## config.mk

```make
export PLATFORM = sky130hd
export DESIGN_NAME = crc7_rx_check
export DESIGN_NICKNAME = d
export VERILOG_FILES = /design/src/rtl/crc7_rx_check.sv
export SDC_FILE = /design/constraint.sdc
export NUM_CORES = 1
export LEC_CHECK = 0
export ABC_AREA = 1
export CORE_UTILIZATION = 53
export CTS_CLUSTER_SIZE = 10
export DETAILED_ROUTE_END_ITERATION = 7
export HOLD_SLACK_MARGIN = 0.12
export PLACE_DENSITY = 0.79
export SLEW_MARGIN = 20
export SYNTH_ARGS = -nofsm -noshare
export SYNTH_HDL_FRONTEND = slang
export SYNTH_SLANG_ARGS = --single-unit
```

## constraint.sdc

```tcl
create_clock -name clk -period 2 [get_ports clk]
set_input_delay 0.4 -clock clk [delete_from_list [all_inputs] [get_ports clk]]
set_output_delay 0.4 -clock clk [all_outputs]
set_load 0.01 [all_outputs]
```

## src/rtl/crc7_rx_check.sv

```systemverilog
// crc7_rx_check: serial command-frame receiver with CRC7 and end-bit checking.
// Ports:
//    clk        sole clock, rising edge
//    rst        asynchronous active-low reset
//    start      one-cycle pulse arming reception of one frame (re-arms if busy)
//    bit_in     serial data, frame MSB first; qualified by bit_valid
//    busy       high from accepted start until done
//    done       one-cycle pulse on frame completion or hunt timeout
//    crc_ok     received CRC7 matched the locally computed CRC7
//    end_ok     received end bit was 1
//    timeout    no start bit seen within HUNT_MAX valid bits
//    frame_out  frame bits 47..8 (start, dir, index, arg)
//    crc_rx     received CRC field
//    crc_calc   locally computed CRC7
module crc7_rx_check #(
   parameter int HUNT_MAX = 16
) (
   input  logic        clk,
   input  logic        rst,
   input  logic        start,
   input  logic        bit_in,
   input  logic        bit_valid,
   output logic        busy,
   output logic        done,
   output logic        crc_ok,
   output logic        end_ok,
   output logic        timeout,
   output logic [39:0] frame_out,
   output logic [6:0]  crc_rx,
   output logic [6:0]  crc_calc
);
   typedef enum logic [2:0] {IDLE, HUNT, BODY, CRC, STOP} state_t;
   localparam logic [7:0] HUNT_LAST = 8'(HUNT_MAX - 1);
   state_t      r_state, w_state_nxt;
   logic [5:0]  r_bit_cnt;
   logic [7:0]  r_hunt_cnt;
   logic [6:0]  r_crc, w_crc_nxt;
   logic [39:0] r_frame;
   logic [6:0]  r_crc_rx, r_crc_calc;
   logic        r_busy, r_done, r_crc_ok, r_end_ok, r_timeout;
   logic        w_take, w_tmo, w_fin;
   always_comb begin
      // start takes priority over any bit; bits are never consumed in IDLE
      w_take    = bit_valid && !start && r_state != IDLE;
      w_tmo     = w_take && r_state == HUNT && bit_in && r_hunt_cnt == HUNT_LAST;
      w_fin     = w_take && r_state == STOP;
      w_crc_nxt = {r_crc[5:0], 1'b0} ^ ((r_crc[6] ^ bit_in) ? 7'h09 : 7'h00);
      w_state_nxt = r_state;
      if (start)
         w_state_nxt = HUNT;
      else if (w_take)
         case (r_state)
            HUNT:    w_state_nxt = bit_in ? (w_tmo ? IDLE : HUNT) : BODY;
            BODY:    w_state_nxt = (r_bit_cnt == 6'd39) ? CRC : BODY;
            CRC:     w_state_nxt = (r_bit_cnt == 6'd6) ? STOP : CRC;
            STOP:    w_state_nxt = IDLE;
            default: w_state_nxt = IDLE;
         endcase
   end
   always_ff @(posedge clk or negedge rst) begin
      if (!rst) begin
         r_state    <= IDLE;
         r_bit_cnt  <= '0;
         r_hunt_cnt <= '0;
         r_crc      <= '0;
         r_frame    <= '0;
         r_crc_rx   <= '0;
         r_crc_calc <= '0;
         r_busy     <= 1'b0;
         r_done     <= 1'b0;
         r_crc_ok   <= 1'b0;
         r_end_ok   <= 1'b0;
         r_timeout  <= 1'b0;
      end else begin
         r_state <= w_state_nxt;
         r_busy  <= w_state_nxt != IDLE;
         r_done  <= w_tmo || w_fin;
         if (start) begin
            r_bit_cnt  <= '0;
            r_hunt_cnt <= '0;
            r_crc      <= '0;
            r_frame    <= '0;
            r_crc_rx   <= '0;
            r_crc_ok   <= 1'b0;
            r_end_ok   <= 1'b0;
            r_timeout  <= 1'b0;
         end else if (w_take)
            case (r_state)
               HUNT:
                  if (bit_in) begin
                     r_hunt_cnt <= r_hunt_cnt + 8'd1;
                     if (w_tmo) begin
                        r_timeout <= 1'b1;
                        r_crc_ok  <= 1'b0;
                        r_end_ok  <= 1'b0;
                     end
                  end else begin
                     r_frame   <= {r_frame[38:0], 1'b0};
                     r_crc     <= w_crc_nxt;
                     r_bit_cnt <= 6'd1;
                  end
               BODY: begin
                  r_frame   <= {r_frame[38:0], bit_in};
                  r_crc     <= w_crc_nxt;
                  r_bit_cnt <= (r_bit_cnt == 6'd39) ? 6'd0 : r_bit_cnt + 6'd1;
               end
               CRC: begin
                  r_crc_rx  <= {r_crc_rx[5:0], bit_in};
                  r_bit_cnt <= r_bit_cnt + 6'd1;
               end
               STOP: begin
                  r_end_ok   <= bit_in;
                  r_crc_ok   <= r_crc_rx == r_crc;
                  r_crc_calc <= r_crc;
               end
               default: ;
            endcase
      end
   end
   assign busy      = r_busy;
   assign done      = r_done;
   assign crc_ok    = r_crc_ok;
   assign end_ok    = r_end_ok;
   assign timeout   = r_timeout;
   assign frame_out = r_frame;
   assign crc_rx    = r_crc_rx;
   assign crc_calc  = r_crc_calc;
endmodule

```

# ---- Word level (Yosys, flattened, before mapping)
# Cells that the tools add are included.
dict set report totals {
  reg_bits 83
  input_bits 5
  output_inout_bits 59
  elab_cells 94
}
dict set report classes {
  add_sub_neg 2
  eq_ne 11
  muxes 41
  bitwise_logic 3
  reduce_logical 25
}
# op count
set op_table {}
lappend op_table {{2-to-1 mux 40 bit} 3}
lappend op_table {{case mux 40 bit (2 select lines)} 1}
lappend op_table {{2-to-1 mux 7 bit} 6}
lappend op_table {{2-to-1 mux 8 bit} 4}
lappend op_table {{2-to-1 mux 6 bit} 4}
lappend op_table {{case mux 6 bit (3 select lines)} 1}
lappend op_table {{case mux 7 bit (2 select lines)} 1}
lappend op_table {{2-to-1 mux 1 bit} 13}
lappend op_table {{AND reduction 3 bit} 4}
lappend op_table {{nonzero test 3 bit} 4}
lappend op_table {{nonzero test 2 bit} 5}
lappend op_table {{2-to-1 mux 3 bit} 3}
lappend op_table {{inequality test 3 bit, second input constant} 3}
lappend op_table {{case mux 3 bit (3 select lines)} 1}
lappend op_table {{adder 8 x 1 -> 8 bit, second input constant} 1}
lappend op_table {{== test 8 x 4 -> 1 bit, second input constant} 1}
lappend op_table {{AND reduction 4 bit} 2}
lappend op_table {{== test 7 bit} 1}
lappend op_table {{bitwise XOR 7 x 4 -> 7 bit} 1}
lappend op_table {{adder 6 x 1 -> 6 bit, second input constant} 1}
lappend op_table {{== test 3 x 2 -> 1 bit, second input constant} 2}
lappend op_table {{== test 6 x 3 -> 1 bit, second input constant} 1}
lappend op_table {{== test 6 bit, second input constant} 1}
lappend op_table {{logical AND 1 bit} 6}
lappend op_table {{other kinds (11)} 12}

# ---- Depth between registers and ports, before layout
dict set report depth {
  ltp_word 12
  ltp_mapped 11
}

# ---- Worst setup path before layout
# No wires, ideal clock.
dict set report synth_timing {
  kind {input port to flip-flop}
  start {input port start}
  end {register r_frame[11], in the netlist frame_out[11]}
  arrival_time_ns 1.357
  setup_slack_ns 0.522
  path_stages 10
  n_path_buf 2
  cell_sequence {buf_6 -> inv_4 -> nand2_2 -> inv_2 -> nand2_1 -> nand2_2 -> nand2_4 -> clkbuf_1 -> o21ai_0 -> nand2_1}
}
dict set report synth_via {
  elab_chain_cells 5
  elab_cells_between_ends 8
  cone_classes {1 x eq/ne; 1 x mux; 6 x reduce/logical}
}
# item line
set synth_rtl {}
lappend synth_rtl {{from (decl)} 20} ;# input logic start,
lappend synth_rtl {{zero test 1 bit} 44} ;# w_take = bit_valid && !start && r_state != IDLE;
lappend synth_rtl {{logical AND 1 bit (2 in series)} 44}
lappend synth_rtl {{nonzero test 2 bit (no source line)} -}
lappend synth_rtl {{AND reduction 3 bit (no source line)} -}
lappend synth_rtl {{to (signal assigned)} 98} ;# r_frame <= {r_frame[38:0], 1'b0};
lappend synth_rtl {{to (signal assigned)} 103} ;# r_frame <= {r_frame[38:0], bit_in};
lappend synth_rtl {{to (decl)} 38} ;# logic [39:0] r_frame;
# Several ways; a longest one is shown, not always the timed one.
# A chain may end at the register's enable or synchronous reset.

# ---- Final worst setup path
dict set report layout_timing {
  start {input port start}
  end {register r_bit_cnt[3]}
}
dict set report layout_via {
  elab_chain_cells 5
  elab_cells_between_ends 8
  cone_classes {1 x eq/ne; 1 x mux; 6 x reduce/logical}
}
# item line
set layout_rtl {}
lappend layout_rtl {{zero test 1 bit} 44}
lappend layout_rtl {{logical AND 1 bit (2 in series)} 44}
lappend layout_rtl {{nonzero test 2 bit (no source line)} -}
lappend layout_rtl {{AND reduction 3 bit (no source line)} -}
lappend layout_rtl {{to (signal assigned)} 105} ;# r_bit_cnt <= (r_bit_cnt == 6'd39) ? 6'd0 : r_bit_cnt + 6'd1;
lappend layout_rtl {{to (signal assigned)} 109} ;# r_bit_cnt <= r_bit_cnt + 6'd1;
lappend layout_rtl {{to (decl)} 35} ;# logic [5:0] r_bit_cnt;
# Several ways; a longest one is shown, not always the timed one.

==> reports/summary.log <==
qor: run_status.outcome completed
qor: timing.final_period_minus_worst_setup_slack 1.74 ns
qor: logic_synthesis.count_of_cell_types_in_the_netlist 28
qor: cts.cts_buffers 9
qor: power_and_ir_drop.cell_internal_pwr 2.57 mW
qor: cells_and_area.final_area 0.00489 mm²
qor: logic_synthesis.synthesized_area_fraction_occupied_by_and_or_nand_nor_cells 0.257
qor: cells_and_area.final_cell_count_no_fill 636
qor: timing.final-max-slew-violation-count 0
qor: floorplanning.die_w 87.4 µm
qor: logic_synthesis.synth-compound-area-share 0.112
qor: place.gp_congestion 0.844
qor: power_and_ir_drop.sw_frac_of_total 0.282
qor: place.pre_cts_ws -0.0746 ns
qor: logic_synthesis.mappedNetlistNets 472
qor: timing.final.setup_skew 0.00732 ns
qor: detailed_routing.drt_first_pass_iters 5
qor: timing.min_period_over_period 0.871
qor: floorplanning.num_io_pins 64
qor: logic_synthesis.synth_cells 464
qor: power_and_ir_drop.p_seq_frac 0.496
qor: global_routing.globalRouteOverflowTotal 0
qor: worst_setup_path.critPathArrivalTime 1.99 ns
qor: timing.slew_of_the_pin_with_the_lowest_slew_margin 0.422 ns
qor: worst_setup_path.start_kind primary input
qor: logic_synthesis.synth_fa_ha_area_frac 0.00971
qor: floorplanning.floorplan.die_area 0.00764 mm²
qor: logic_synthesis.postSynth.asyncResetShare 1.00
qor: cts.clkSlewWorstSetupHoldPaths 0.08 ns
qor: logic_synthesis.synth_largest_type_area_fraction 0.537
qor: power_and_ir_drop.p_per_area 731 mW/mm²
qor: timing.fmaxAchievable 574 MHz
qor: global_routing.grt_pass1_vias 3,209
qor: timing.setup_slack 0.258 ns
qor: global_routing.antenna_found_initial 0
qor: worst_setup_path.critPathRequiredTime 2.25 ns
qor: power_and_ir_drop.max-vdd-ir-drop 0.000560 V
qor: worst_setup_path.critical_path_start_end_classification primary input to flop
qor: global_routing.grt_max_degree 43
qor: logic_synthesis.synthesis.area_per_instance 8.33 µm²
qor: detailed_routing.drc 0
qor: job.max_cap_viol_count 0
qor: cells_and_area.final_util 0.709
qor: cts.ctsRootBufferMaster clkbuf_8
qor: logic_synthesis.yosysWarningCount 0
qor: cts.clkLatencyLatePin 0.35 ns
qor: cts.clock_tree.buffer_depth 2
qor: cts.htree_levels 3
qor: cells_and_area.final.fill_count 555
qor: global_routing.grt_util_all_layers 0.250
qor: place.io_buffer_count 63
qor: worst_setup_path.path_max_fanout 6
qor: power_and_ir_drop.static-leakage-power 2.43 nW
qor: floorplanning.core_box_area 0.00691 mm²
qor: power_and_ir_drop.power.combinational.fraction 0.159
qor: logic_synthesis.post_synth_mux_area_share 0
qor: logic_synthesis.yosysSeqAreaShare 0.537
qor: cells_and_area.syn2layout_area_growth 26.6%
qor: detailed_routing.first_iter_violations 311
qor: detailed_routing.post_drt_wl_per_cell 13.8 µm
qor: floorplanning.die_h 87.4 µm
qor: logic_synthesis.yosys-top-cells-area dfrtp_1 (54%), nand2_1 (11%), nand3_1 (8.4%), o21ai_0 (6.9%), inv_1 (3.8%)
qor: power_and_ir_drop.post-layout-total-power 3.58 mW
qor: logic_synthesis.syn-cell-area 0.00387 mm²
qor: cts.postCtsSetupBuffers 0
qor: cells_and_area.final_layout_size_suffix_gt1_frac 0.0852
qor: cells_and_area.finish.net_count 543
qor: cells_and_area.antenna_cells 0
qor: timing.finalSetupViolations 0
qor: power_and_ir_drop.power.switching 1.01 mW
qor: worst_setup_path.setup.worst_path.end_class flop
qor: cts.holdBufCountCts 1
qor: timing.setup-tns-final 0 ns
qor: logic_synthesis.xor_and_xnor_area_share_after_synthesis 0.0113
qor: timing.slew-limit-headroom 0.718
qor: place.dp_hpwl 6080 µm
qor: timing.hold_violations 0
qor: logic_synthesis.yosys_most_used_dff dfrtp_1
qor: logic_synthesis.synth_most_common_cell nand2_1
qor: global_routing.grt_first_pass_wirelength 14,800 µm
qor: cts.cts_tree yes
qor: cts.clock-sinks 83
qor: detailed_routing.routed_via_density 5.32
qor: detailed_routing.drt-total-wl 8790 µm
qor: detailed_routing.detailroute.via_count 3,386
qor: power_and_ir_drop.clock_power_share 0.345
qor: logic_synthesis.synth_enable_flop_cells 0
qor: logic_synthesis.synth.ff_latch_count 83
qor: floorplanning.floorplan_row_count 30
qor: logic_synthesis.netlist_top_cells_count nand2_1 (116), dfrtp_1 (83), nand3_1 (65)
qor: floorplanning.start_util 0.560
qor: hold_path.hp-class flop to flop
qor: timing.worst_hold_slack 0.493 ns
qor: timing.rsz0062_at_grt false
qor: cts.cts_resized 0
qor: logic_synthesis.synth_area_leader dfrtp_1
qor: place.inst_count_dp 619
qor: detailed_routing.route.antenna.remaining_nets 0
qor: logic_synthesis.synth_top_family_by_area simple AND/OR/NAND/NOR gates
qor: place.placed_area 0.00468 mm²
## cell families (layout without fill, tap and decap cells)
kind of cell | count (synthesis) | count (layout)
and+or+nand+nor | 225 | 225
AOI/OAI and AO/OA | 83 | 83
DFF | 83 | 83
buffers and inverters | 65 | 141
xor gates and xnor gates | 5 | 5
adders and majority gates | 3 | 3
## worst max-delay path, stage by stage
cell and delay, ns:
clkdlybuf4s50_1 0.48, inv_4 0.11, nand2_2 0.07, inv_2 0.07, nand2_1 0.06, nand2_2 0.13
nand3_1 0.26, inv_2 0.19, o21ai_0 0.11, nand2_1 0.07, inv_1 0.04
## registers in the layout (all words and copies together) (netlist names)
signal,flops
crc_calc,7
r_state,3
busy,1
r_bit_cnt,6
frame_out,40
crc_ok,1
r_crc,7
crc_rx,7
r_hunt_cnt,8
end_ok,1
timeout,1
done,1
## cells in the final DEF, fill, tap and decap left out, types with 2 or more instances in the layout
cell type / Yosys / final
nor2_1: 28 / 28
clkbuf_1: 10 / 2
ha_1: 3 / 3
nand2_1: 116 / 116
nor3_1: 2 / 2
clkbuf_8: 0 / 11
o21ai_0: 53 / 53
xor2_1: 3 / 3
dfrtp_1: 83 / 83
clkdlybuf4s50_1: 0 / 62
a21oi_1: 6 / 6
buf_4: 4 / 14
xnor2_1: 2 / 2
nand4_1: 6 / 6
inv_2: 4 / 4
inv_1: 39 / 39
buf_12: 0 / 4
nand3_1: 65 / 65
nand2_2: 4 / 4
o22ai_1: 10 / 10
o21ai_1: 12 / 12
## power groups by stage
| stage | clock [mW] | sequential, mW | combinational, mW |
|---|---|---|---|
| 5_1_grt | 1.32 | 1.78 | 0.639 |
| 6_report | 1.23 | 1.77 | 0.569 |
| 3_5_place_dp | 0 | 1.80 | 0.560 |
| 2_1_floorplan | 0 | 1.80 | 0.369 |
| 4_1_cts | 1.25 | 1.77 | 0.566 |
| 3_3_place_gp | 0 | 1.80 | 0.551 |
## final cells by class
class                   count  area (µm²)  area share
clock buffers              13         159      0.0325
clock inverters             3        46.3     0.00946
inverters                  44         168      0.0343
multi-input cells         316        1510       0.308
flip-flops and latches     83        2080       0.424
well taps                  96         120      0.0245
repair buffers             81         816       0.167
## metal layers
layer | up-vias | track usage | wire [µm]
li1 | 1655 | - | -
met5 | - | 0 | 0
met1 | 1614 | 0.329 | 3850
met3 | 7 | 0.0720 | 523
met4 | 0 | 0.0790 | 68
met2 | 110 | 0.401 | 4350
## path summary, 6_finish.rpt
kind | to | slack (ns) | cells after the start | from
worst max-delay path | r_bit_cnt[3] | 0.26 | 11 | start
worst min-delay path | crc_calc[0] | 0.49 | 2 | crc_calc[0]
worst max register to register | r_bit_cnt[3] | 0.34 | 9 | r_state[1]
worst min register to register | crc_calc[0] | 0.49 | 2 | crc_calc[0]
max in group asynchronous | r_crc[0] | 0.96 | 3 | rst
min in group asynchronous | r_hunt_cnt[2] | 0.50 | 2 | rst
No activity file was read; power rests on OpenSTA's default activity.
